$ cat src/rtl/or1k_wb_pkg.sv
// Shared Wishbone definitions for the OR1K boot-ROM path: cycle/burst type
// codes, the ROM controller state encoding and the burst address stepper.
package or1k_wb_pkg;

  localparam logic [2:0] CTI_CLASSIC = 3'b000;
  localparam logic [2:0] CTI_INC     = 3'b010;
  localparam logic [2:0] CTI_EOB     = 3'b111;

  localparam logic [1:0] BTE_LIN    = 2'b00;
  localparam logic [1:0] BTE_WRAP4  = 2'b01;
  localparam logic [1:0] BTE_WRAP8  = 2'b10;
  localparam logic [1:0] BTE_WRAP16 = 2'b11;

  typedef enum logic [1:0] {
    ST_IDLE    = 2'd0,
    ST_CLASSIC = 2'd1,
    ST_BURST   = 2'd2,
    ST_ERR     = 2'd3
  } rom_ctrl_state_t;

  // Word address of the next burst beat; callers truncate to their own width,
  // which gives linear bursts their modulo-depth wrap.
  function automatic logic [31:0] next_addr(input logic [31:0] addr, input logic [1:0] bte);
    logic [31:0] inc_s;
    inc_s = addr + 32'd1;
    case (bte)
      BTE_LIN:    next_addr = inc_s;
      BTE_WRAP4:  next_addr = {addr[31:2], inc_s[1:0]};
      BTE_WRAP8:  next_addr = {addr[31:3], inc_s[2:0]};
      BTE_WRAP16: next_addr = {addr[31:4], inc_s[3:0]};
      default:    next_addr = inc_s;
    endcase
  endfunction

endpackage

$ cat src/rtl/rom_wb_ctrl.sv
// Wishbone B3 read-only slave in front of the registered-address startup ROM:
// classic and incrementing bursts at one beat per clock, errors on writes.
module rom_wb_ctrl
  import or1k_wb_pkg::*;
#(
  parameter int ADDR_W = 5
) (
  input  logic              clk,
  input  logic              rst_n,
  input  logic [31:0]       wb_adr_i,
  output logic [31:0]       wb_dat_o,
  input  logic              wb_cyc_i,
  input  logic              wb_stb_i,
  input  logic              wb_we_i,
  input  logic [3:0]        wb_sel_i,
  input  logic [2:0]        wb_cti_i,
  input  logic [1:0]        wb_bte_i,
  output logic              wb_ack_o,
  output logic              wb_err_o,
  output logic [ADDR_W-1:0] rom_addr_o,
  input  logic [31:0]       rom_data_i
);

  rom_ctrl_state_t   state_r;
  logic [ADDR_W-1:0] cur_addr_r;
  logic              ack_r;
  logic              err_r;

  logic [ADDR_W-1:0] adr_word_s;
  logic [31:0]       nxt_full_s;
  logic [ADDR_W-1:0] nxt_addr_s;
  logic [ADDR_W-1:0] rom_addr_s;
  logic [31:0]       dat_s;
  logic              adv_s;

  assign adr_word_s = wb_adr_i[ADDR_W+1:2];
  assign nxt_full_s = next_addr(32'(cur_addr_r), wb_bte_i);
  assign nxt_addr_s = nxt_full_s[ADDR_W-1:0];
  // A beat is consumed only when the master still strobes during our ack.
  assign adv_s      = ack_r & wb_stb_i & (wb_cti_i == CTI_INC);

  // ROM address: bus decode when idle, prefetch of the following beat in bursts.
  always_comb begin
    rom_addr_s = adr_word_s;
    if (state_r == ST_BURST) begin
      if (adv_s) begin
        rom_addr_s = nxt_addr_s;
      end else begin
        rom_addr_s = cur_addr_r;
      end
    end else begin
      rom_addr_s = adr_word_s;
    end
  end

  // Read data is gated to zero outside acknowledged cycles.
  always_comb begin
    dat_s = 32'd0;
    if (ack_r) begin
      dat_s = rom_data_i;
    end else begin
      dat_s = 32'd0;
    end
  end

  // Bus cycle sequencer with registered ack/err.
  always_ff @(posedge clk or negedge rst_n) begin
    if (!rst_n) begin
      state_r    <= ST_IDLE;
      cur_addr_r <= {ADDR_W{1'b0}};
      ack_r      <= 1'b0;
      err_r      <= 1'b0;
    end else if (!wb_cyc_i) begin
      state_r <= ST_IDLE;
      ack_r   <= 1'b0;
      err_r   <= 1'b0;
    end else begin
      case (state_r)
        ST_IDLE: begin
          if (wb_stb_i) begin
            cur_addr_r <= adr_word_s;
            if (wb_we_i) begin
              state_r <= ST_ERR;
              ack_r   <= 1'b0;
              err_r   <= 1'b1;
            end else if (wb_cti_i == CTI_INC) begin
              state_r <= ST_BURST;
              ack_r   <= 1'b1;
              err_r   <= 1'b0;
            end else begin
              state_r <= ST_CLASSIC;
              ack_r   <= 1'b1;
              err_r   <= 1'b0;
            end
          end else begin
            ack_r <= 1'b0;
            err_r <= 1'b0;
          end
        end
        ST_CLASSIC, ST_ERR: begin
          state_r <= ST_IDLE;
          ack_r   <= 1'b0;
          err_r   <= 1'b0;
        end
        ST_BURST: begin
          // A dropped strobe leaves cur_addr pointing at the unconsumed beat.
          if (wb_stb_i && wb_we_i) begin
            state_r <= ST_ERR;
            ack_r   <= 1'b0;
            err_r   <= 1'b1;
          end else if (!wb_stb_i) begin
            ack_r <= 1'b0;
          end else if (!ack_r) begin
            ack_r <= 1'b1;
          end else if (wb_cti_i == CTI_INC) begin
            cur_addr_r <= nxt_addr_s;
            ack_r      <= 1'b1;
          end else begin
            state_r <= ST_IDLE;
            ack_r   <= 1'b0;
          end
        end
        default: begin
          state_r <= ST_IDLE;
          ack_r   <= 1'b0;
          err_r   <= 1'b0;
        end
      endcase
    end
  end

  assign wb_ack_o   = ack_r;
  assign wb_err_o   = err_r;
  assign wb_dat_o   = dat_s;
  assign rom_addr_o = rom_addr_s;

endmodule

$ cat config.mk
export PLATFORM = sky130hd
export DESIGN_NAME = rom_wb_ctrl
export DESIGN_NICKNAME = d
export VERILOG_FILES = /design/src/rtl/or1k_wb_pkg.sv /design/src/rtl/rom_wb_ctrl.sv
export SDC_FILE = /design/constraint.sdc
export NUM_CORES = 1
export LEC_CHECK = 0
export BUFFER_PORTS_ARGS = -buffer_cell sky130_fd_sc_hd__buf_2
export CORE_MARGIN = 3
export CORE_UTILIZATION = 34
export CTS_CLUSTER_SIZE = 12
export DETAILED_ROUTE_END_ITERATION = 8
export GPL_TIMING_DRIVEN = 0
export HOLD_SLACK_MARGIN = 0.06
export PLACE_DENSITY_LB_ADDON = 0.2
export SLEW_MARGIN = 10
export SYNTH_ARGS = -nofsm -noshare
export SYNTH_HDL_FRONTEND = slang
export SYNTH_SLANG_ARGS = --single-unit
$ cat constraint.sdc
create_clock -name clk -period 3.1 [get_ports clk]
set_input_delay 0.31 -clock clk [delete_from_list [all_inputs] [get_ports clk]]
set_output_delay 0.31 -clock clk [all_outputs]
set_load 0.01 [all_outputs]
==> metrics.txt, run 1 <==
Post-DP Area=about 0.0014 sq mm; launch point of the worst reg-to-reg path=wb_ack_o; initial drt markers=31; Core Area=0.00236 sq mm; Total GRT Usage=0.163; sw power=around 0.14 mW; Critical-path top delay cell=dfrtp_1; DRC=0; Reg2Reg Depth=4; crit path launch type=flop; Die W=around 57 um; Syn Nets=192; Pwr Total=between 0.4 and 0.5 mW; leading cell types in the layout, fill and taps excluded=buf_2 (85), and2_1 (34), dfrtp_1 (9); fin util=0.590; Max Fclk=0.484 GHz; largest area contributor in the netlist=dfrtp_1; hold_buf cts=1; largest net degree at the start of global routing=11; post-cts resize count=0; Final min period=2.07 ns; total congestion overflow=0; Post-Syn Instances=between 100 and 150; share of the synthesized area in the top cell type=0.251; Die H=57.4 um; share of layout cells above drive strength 1=0.468; Worst path max stage delay=0.43 ns; Area growth, synth to finish=55.4%; WP buf/inv=1; VDD IR-drop max=0.306 mV; min-delay worst type=in2reg; antenna viol nets, final=0; Worst-Skew Late Latency=0.26 ns; cts bufs inserted=3; Arr. time, crit path=1.76 ns; Fin Setup TNS=0 ns; Hold Path Origin=wb_we_i; status=completed; Clock Path Buffers=2; Starting Density=0.380; CP top delay family=flip-flops; Via-to-Cell Ratio=4.88; Pleak=0.775 nW; Vias=1,128; clock slew at reported path FFs=0.06 ns; initial antenna violation count=0; cell internal pwr=around 0.27 mW; clock power share=0.222; period utilization=0.667; Synth Register Bits=9; Max Slew Vio Count=0; footprint of the multi-input gates=642 sq um; Worst setup EP type=output port; Synth Area per Inst=between 7 and 8 sq um; Worst Path Required=2.79 ns; H-tree levels=1; Setup CP Type=reg2out; Unique masters post-synth=35; register area=225 sq um; post-synthesis sequential area ratio=0.251; Sw Share=0.351; Post-Synthesis Cell Area=897 sq um; Comb pwr share=0.382; num ports=117; worst-path fanout max=5; most common cell after layout, fill and taps aside=buf_2; Final Setup Violations=0; relative slew slack=0.762; CTS Root Cell=clkbuf_4; hold path depth=2; Routed WL per cell=~12 um; final wirelength=2.81 mm; clk_skew=0.00231 ns; maxcap violations=0; worst slew pin tran=~0.36 ns; Critical Path, Cell by Cell=ha_1 > and4bb_1 > nand4_1 > xor2_1 > a21oi_1 > buf_2; ANT cells=0; Fillers=between 200 and 250; Yosys warnings=0; Hold EP=wb_ack_o; die area=0.00329 sq mm; reg-to-reg slack, setup=1.69 ns; final-stage net count=283; gp weighted congestion=0.747; CTS tree=done; fin area=about 0.0014 sq mm; Sequential Power Share=0.397; power density over cell area=slightly below 300 mW/mm^2; RSZ-0062 raised after global routing=false; number of global-route vias before repair=1,011; Hold Fails Final Rpt=0; placed wire-length estimate=2.41 mm; Pre-antenna DRT Iters=4; first-pass GRT wire length=between 4 and 5 mm; main area contributors after synthesis=dfrtp_1 (25%), and2_1 (24%), a21oi_1 (4.5%); post-CTS setup buffers=0; worst reg2reg path endpoint=cur_addr_r[4]; port buffer count=85; Hold WS=0.267 ns; Row Count=17; clk sinks=9
==> final cells by class <==
class,count,area share
plain buffers,5,0.0162
clock buffers,4,0.0189
inverters,2,0.00539
multi-input cells,97,0.461
flip-flops and latches,9,0.162
well taps,28,0.0251
repair buffers,86,0.312
==> synth_stat cells (all sizes together) <==
cell type	count
ha	1
nor3b	1
nor2	9
a32oi	1
o21ai	6
and4bb	4
nand2	8
and2b	1
a22oi	1
or3b	1
inv	2
mux2i	1
nand4	3
nand3	1
clkbuf	4
o22ai	1
o22a	1
xor2	2
and2	34
a311oi	1
o31ai	1
nand2b	2
a21oi	10
a41oi	1
buf	1
xnor2	3
dfrtp	9
a21boi	1
and3	1
o31a	1
==> sequential cells by signal, summed over array words and instances (netlist names) <==
register,flops
cur_addr_r,5
wb_err_o,1
wb_ack_o,1
state_r,2
==> worst max path at each step <==
stage | from | endpoint | depth (start not counted)
2_1_floorplan | cur_addr_r[0] | rom_addr_o[4] | 5
3_3_place_gp | cur_addr_r[0] | rom_addr_o[4] | 6
3_5_place_dp | cur_addr_r[0] | rom_addr_o[4] | 6
4_1_cts | cur_addr_r[0] | rom_addr_o[4] | 6
5_1_grt | cur_addr_r[0] | rom_addr_o[4] | 6
6_report | cur_addr_r[0] | rom_addr_o[4] | 6
==> logic make-up after synthesis <==
logic type / Yosys count / synth area share
flip-flops: 9 / 0.251
AND/OR/NAND/NOR: 65 / 0.455
adder cells (fa/ha/maj): 1 / 0.0139
buffers and inverters: 7 / 0.0335
AO/OA/AOI/OAI: 25 / 0.187
multiplexers: 1 / 0.0112
XOR/XNOR: 5 / 0.0488
==> power groups by stage <==
stage          combinational, mW  clock, mW  sequential [mW]
5_1_grt                    0.178     0.0996            0.167
3_3_place_gp               0.152          0            0.163
3_5_place_dp               0.157          0            0.165
4_1_cts                    0.158     0.0919            0.163
2_1_floorplan             0.0944          0            0.158
6_report                   0.157     0.0913            0.163
==> per-stage QoR <==
stage,instances,worst slack [ns]
6_report,231,1.03
3_5_place_dp,226,1.31
4_1_cts,231,1.02
3_3_place_gp,226,1.36
5_1_grt,231,0.877
2_1_floorplan,113,1.48
==> layer usage <==
metal  routed length, um  track usage  up-vias
met4                  27       0.0464        0
met5                   0            0        -
met3                 289       0.0317        5
met2                1370        0.294       57
met1                1130        0.193      492
li1                    -            -      574
(Power assumes the default switching activity.)
==> run 2: changes to the inputs <==
Settings changed: CORE_UTILIZATION 34 to 31.
Clock period 3.1 ns to 2 ns, I/O delays scaled along.
==> run 2 against run 1 <==
  * Critical path type unchanged
  * Setup slack got worse by 0.90 ns
  * Clock skew increased by 0.0032 ns
  * Highest routed layer unchanged
  * Combinational power increased by 78%
  * Sequential share of layout area decreased by 0.42 points
  * Largest power group is now combinational cells
  * Power increased by 67%
  * Core utilization decreased by 4.2 points
  * Design area increased by 2.7%
==> metrics.txt, run 2 (same netlist as run 1, synthesis figures left out) <==
Pwr Total=0.686 mW (+67%); worst slew pin tran=0.347 ns (-0.00942 ns); number of global-route vias before repair=1,035 (+2.4%); antenna viol nets, final=0 (unchanged); Worst-Skew Late Latency=0.27 ns (about the same); min-delay worst type=in2reg; gp weighted congestion=0.785 (+5.0%); most common cell after layout, fill and taps aside=buf_2; Critical Path, Cell by Cell=ha_4 > and4bb_1 > nand4_1 > xor2_1 > a21oi_1 > buf_2; Total GRT Usage=0.161 (-0.00171); Area growth, synth to finish=59.6%; hold path depth=2 (unchanged); ANT cells=0 (unchanged); Worst setup EP type=output port; clk_skew=0.00549 ns (+0.00318 ns); Worst path max stage delay=0.44 ns (about the same); placed wire-length estimate=2.47 mm (+2.6%); port buffer count=85 (unchanged); Fillers=264 (+9.1%); DRC=0 (unchanged); share of layout cells above drive strength 1=0.481 (+0.0126); die area=0.00358 sq mm (+8.7%); Pleak=0.790 nW (+1.9%); Core Area=0.00261 sq mm (+11%); Max Slew Vio Count=0 (unchanged); max FFs per register=5 (unchanged); Clock Path Buffers=2 (unchanged); CTS Root Cell=clkbuf_4; Critical-path top delay cell=dfrtp_1; Arr. time, crit path=1.67 ns (-0.09 ns); final-stage net count=286 (+1.1%); Row Count=18 (+1); maxcap violations=0 (unchanged); power density over cell area=479 mW/mm^2 (+62%); Fin Setup TNS=0 ns (unchanged); initial drt markers=15 (-52%); Setup CP Type=reg2out; relative slew slack=0.768 (+0.00630); Max Fclk=0.535 GHz; largest net degree at the start of global routing=11 (unchanged); cts bufs inserted=3 (unchanged); Starting Density=0.343 (-0.0366); Worst Path Required=1.80 ns (-0.99 ns); period utilization=0.934; Final min period=approximately 1.9 ns; VDD IR-drop max=0.539 mV (+76%); fin area=0.00143 sq mm (+2.7%); Hold WS=0.134 ns (-0.133 ns); Top Registers=cur_addr_r (5), state_r (2); CTS tree=done; RSZ-0062 raised after global routing=false; worst-path fanout max=4 (-1); Final Setup Violations=0 (unchanged); Post-DP Area=0.00136 sq mm (+0.18%); first-pass GRT wire length=4.48 mm (+1.3%); Vias=1,148 (+1.8%); Via-to-Cell Ratio=4.86 (-0.38%); H-tree levels=1 (unchanged); crit path launch type=flop; status=completed; leading cell types in the layout, fill and taps excluded=buf_2 (85), and2_1 (34), dfrtp_1 (9); Hold Fails Final Rpt=0 (unchanged); Pre-antenna DRT Iters=4 (unchanged); Die H=59.8 um (+4.2%); Top reg by flops=cur_addr_r; Die W=59.8 um (+4.2%); Reg2Reg Depth=4 (unchanged); clk sinks=9 (unchanged); clock slew at reported path FFs=0.07 ns (about the same); total congestion overflow=0 (unchanged); Routed WL per cell=12.5 um (+2.9%); num ports=117 (unchanged); final wirelength=2.96 mm (+5.2%); initial antenna violation count=0 (unchanged)
run 2: changes by cell type in the layout (fill, tap and decap cells not counted), sizes merged:
cell	delta
buf	+3
run 2: repair_timing:
action,4_1_cts,5_1_grt
hold endpoints to repair,9,0
endpoints found under the setup margin,0,1
resized for setup,0,2
hold buffers,1,0
setup buffers,0,3
run 2: worst max-delay path: cells and delay by family (launching register included):
| family | cells | cell delay [ns] |
|---|---|---|
| AOI/OAI and AO/OA | 1 | 0.13 |
| xor gates and xnor gates | 1 | 0.16 |
| adders and majority gates | 1 | 0.17 |
| buffers and inverters | 1 | 0.14 |
| DFF | 1 | 0.44 |
| and+or+nand+nor | 2 | 0.36 |
run 2: per-layer routing:
layer	up-vias	track usage	routed length [um]
met5	-	0	0
met4	0	0.0475	59
met3	7	0.0454	271
met2	51	0.299	1500
met1	512	0.175	1120
li1	578	-	-
run 2: final timing paths:
| kind | slack [ns] | to | startpoint |
|---|---|---|---|
| worst max-delay path | 0.13 | rom_addr_o[4] | cur_addr_r[0] |
| worst min-delay path | 0.13 | wb_ack_o | wb_we_i |
| worst max register to register | 0.55 | cur_addr_r[4] | wb_ack_o |
| worst min register to register | 0.55 | wb_err_o | wb_err_o |
| max in group asynchronous | 1.50 | cur_addr_r[2] | rst_n |
| min in group asynchronous | 0.30 | wb_err_o | rst_n |
run 2: power breakdown:
group	leakage [nW]	total [mW]	switching [mW]	internal, mW
registers	0.114	0.256	0.0432	0.213
logic	0.661	0.280	0.127	0.153
clock network	0.0150	0.151	0.0734	0.0774
run 2: metrics by stage:
step            util  worst slack, ns  cells
5_1_grt        0.548           0.0102    236
2_1_floorplan      -            0.493    113
6_report       0.548            0.132    236
3_5_place_dp   0.521            0.347    228
4_1_cts        0.534           0.0523    233
3_3_place_gp   0.521            0.377    228
run 2: area by class of cell:
| class | count | area [sq um] | share of cell area |
|---|---|---|---|
| tap | 30 | 37.5 | 0.0262 |
| timing repair buffer | 89 | 458 | 0.320 |
| clock buffer | 4 | 26.3 | 0.0184 |
| multi-input combinational | 97 | 654 | 0.457 |
| sequential | 9 | 225 | 0.157 |
| inverter | 2 | 7.51 | 0.00524 |
| buffer | 5 | 22.5 | 0.0157 |
==> run 3: changes to the inputs <==
Settings changed: CORE_ASPECT_RATIO set to 1.1.
==> run 3 against run 2 <==
  * Via count rose by 2.7%
  * Critical endpoint unchanged
  * Core utilization fell by 0.17 points
  * Design area rose by 0.70%
  * Sequential share of layout area barely moved
  * Largest power group unchanged
  * Power rose by 2.6%
  * First-iteration DRC count rose by 150%
  * Highest routed layer unchanged
  * Combinational power rose by 7.1%
==> metrics.txt, run 3 (same netlist as run 1, synthesis figures left out) <==
max FFs per register=5 (unchanged); Final min period=1.87 ns (-0.00000900 ns); gp weighted congestion=0.774 (-1.3%); Critical Path, Cell by Cell=ha_4 > and4bb_1 > nand4_1 > xor2_1 > a21oi_1 > buf_2; DRC=0 (unchanged); largest net degree at the start of global routing=11 (unchanged); Die W=57.3 um (-4.2%); Area growth, synth to finish=60.7%; Top Registers=cur_addr_r (5), state_r (2); status=completed; launch point of the worst reg-to-reg path=wb_ack_o; Worst Path Required=1.80 ns (about the same); port buffer count=85 (unchanged); Worst-Skew Late Latency=0.26 ns (about the same); relative slew slack=0.768 (about the same); M1 WL=1.29 mm (+15%); Hold WS=0.145 ns (+0.0110 ns); maxcap violations=0 (unchanged); worst reg2reg path endpoint=cur_addr_r[4]; first-pass GRT wire length=4.73 mm (+5.5%); placed wire-length estimate=2.60 mm (+5.0%); period utilization=0.934 (about the same); min-delay worst type=in2reg; CTS tree=done; clk sinks=9 (unchanged); Routed WL per cell=13.2 um (+5.3%); max layer used=met4; Pleak=0.794 nW (+0.49%); Pwr Total=0.704 mW (+2.6%); WL met2=1.53 mm (+2.0%); leading cell types in the layout, fill and taps excluded=buf_2 (85), and2_1 (34); WL met3=301 um (+11%); share of layout cells above drive strength 1=0.488 (+0.00734); worst slew pin tran=0.346 ns (-0.000868 ns); Pre-antenna DRT Iters=4 (unchanged); ANT cells=0 (unchanged); Worst setup EP type=output port; Arr. time, crit path=1.67 ns (about the same); initial drt markers=37 (+22); fin area=0.00144 sq mm (+0.70%); Critical-path top delay cell=dfrtp_1; Starting Density=0.340 (-0.00342); total congestion overflow=0 (unchanged); Setup CP Type=reg2out; num ports=117 (unchanged); clock slew at reported path FFs=0.07 ns (about the same); clk_skew=0.00341 ns (-0.00208 ns); crit path launch type=flop; Vias=1,179 (+2.7%); most common cell after layout, fill and taps aside=buf_2; Post-DP Area=0.00136 sq mm (about the same); reg-to-reg slack, setup=0.54 ns (about the same); H-tree levels=1 (unchanged); Total GRT Usage=0.166 (+0.00499); Core Area=0.00264 sq mm (+1.0%); Row Count=19 (+1); Fin Setup TNS=0 ns (unchanged); Hold Fails Final Rpt=0 (unchanged); CP Launch Point=cur_addr_r[1]; cts bufs inserted=3 (unchanged); power density over cell area=489 mW/mm^2 (+1.9%); Via-to-Cell Ratio=4.95 (+1.8%); Setup crit end=rom_addr_o[4]; Final Setup Violations=0 (unchanged); worst-path fanout max=4 (unchanged); VDD IR-drop max=0.388 mV (-28%); RSZ-0062 raised after global routing=false; final wirelength=3.14 mm (+6.2%); antenna viol nets, final=0 (unchanged); Max Fclk=0.535 GHz (about the same); number of global-route vias before repair=1,048 (+1.3%); Die H=62.4 um (+4.4%); Top reg by flops=cur_addr_r; initial antenna violation count=0 (unchanged); Worst path max stage delay=0.41 ns (-0.03 ns); Reg2Reg Depth=4 (unchanged); CTS Root Cell=clkbuf_4; hold path depth=2 (unchanged); die area=0.00358 sq mm (about the same); Max Slew Vio Count=0 (unchanged); Clock Path Buffers=2 (unchanged); final-stage net count=287 (+0.35%)
run 3: worst min-delay path by stage:
stage	startpoint	endpoint	slack (ns)
after floorplan	rst_n	cur_addr_r[0]	-0.1
after global placement	rst_n	cur_addr_r[3]	0.07
after detailed placement	rst_n	cur_addr_r[3]	0.07
after CTS	wb_we_i	wb_ack_o	0.14
after global routing	wb_we_i	wb_ack_o	0.15
final	wb_we_i	wb_ack_o	0.14
run 3: worst max-delay path, delay by kind of cell, from the launching register on:
| family | cells | cell delay, ns |
|---|---|---|
| AOI/OAI and AO/OA | 1 | 0.15 |
| xor gates and xnor gates | 1 | 0.16 |
| adders and majority gates | 1 | 0.17 |
| buffers and inverters | 1 | 0.15 |
| DFF | 1 | 0.41 |
| and+or+nand+nor | 2 | 0.36 |
run 3: metrics by stage:
| stage | util | cells | setup slack, ns |
|---|---|---|---|
| final | 0.546 | 238 | 0.132 |
| after global routing | 0.546 | 238 | 0.00759 |
| after CTS | 0.530 | 234 | 0.00485 |
| after detailed placement | 0.516 | 229 | 0.328 |
| after global placement | 0.516 | 229 | 0.329 |
| after floorplan | - | 113 | 0.493 |
run 3: cell type report:
class                      instances  area (sq um)
fill                             252          1200
multi-input combinational         97           654
timing repair buffer              90           465
sequential                         9           226
tap                               31          38.8
clock buffer                       4          26.3
buffer                             5          22.5
inverter                           2          7.51
run 3: what timing repair did:
action                                 4_1_cts  5_1_grt
setup buffers                                0        4
endpoints found under the hold margin        9        0
resized for setup                            0        3
hold buffers                                 1        0
setup endpoints to repair                    0        1
run 3: where the power goes:
group	switching, mW	internal, mW	leakage, nW
sequential	0.0416	0.214	0.113
combinational	0.138	0.161	0.666
clock	0.0716	0.0771	0.0150
total	0.252	0.453	0.794
run 3: routing by layer:
layer  vias to the layer above  GRT usage
met5                         -          0
met4                         0     0.0522
met3                         4     0.0434
met2                        61      0.283
met1                       534      0.201
li1                        580          -
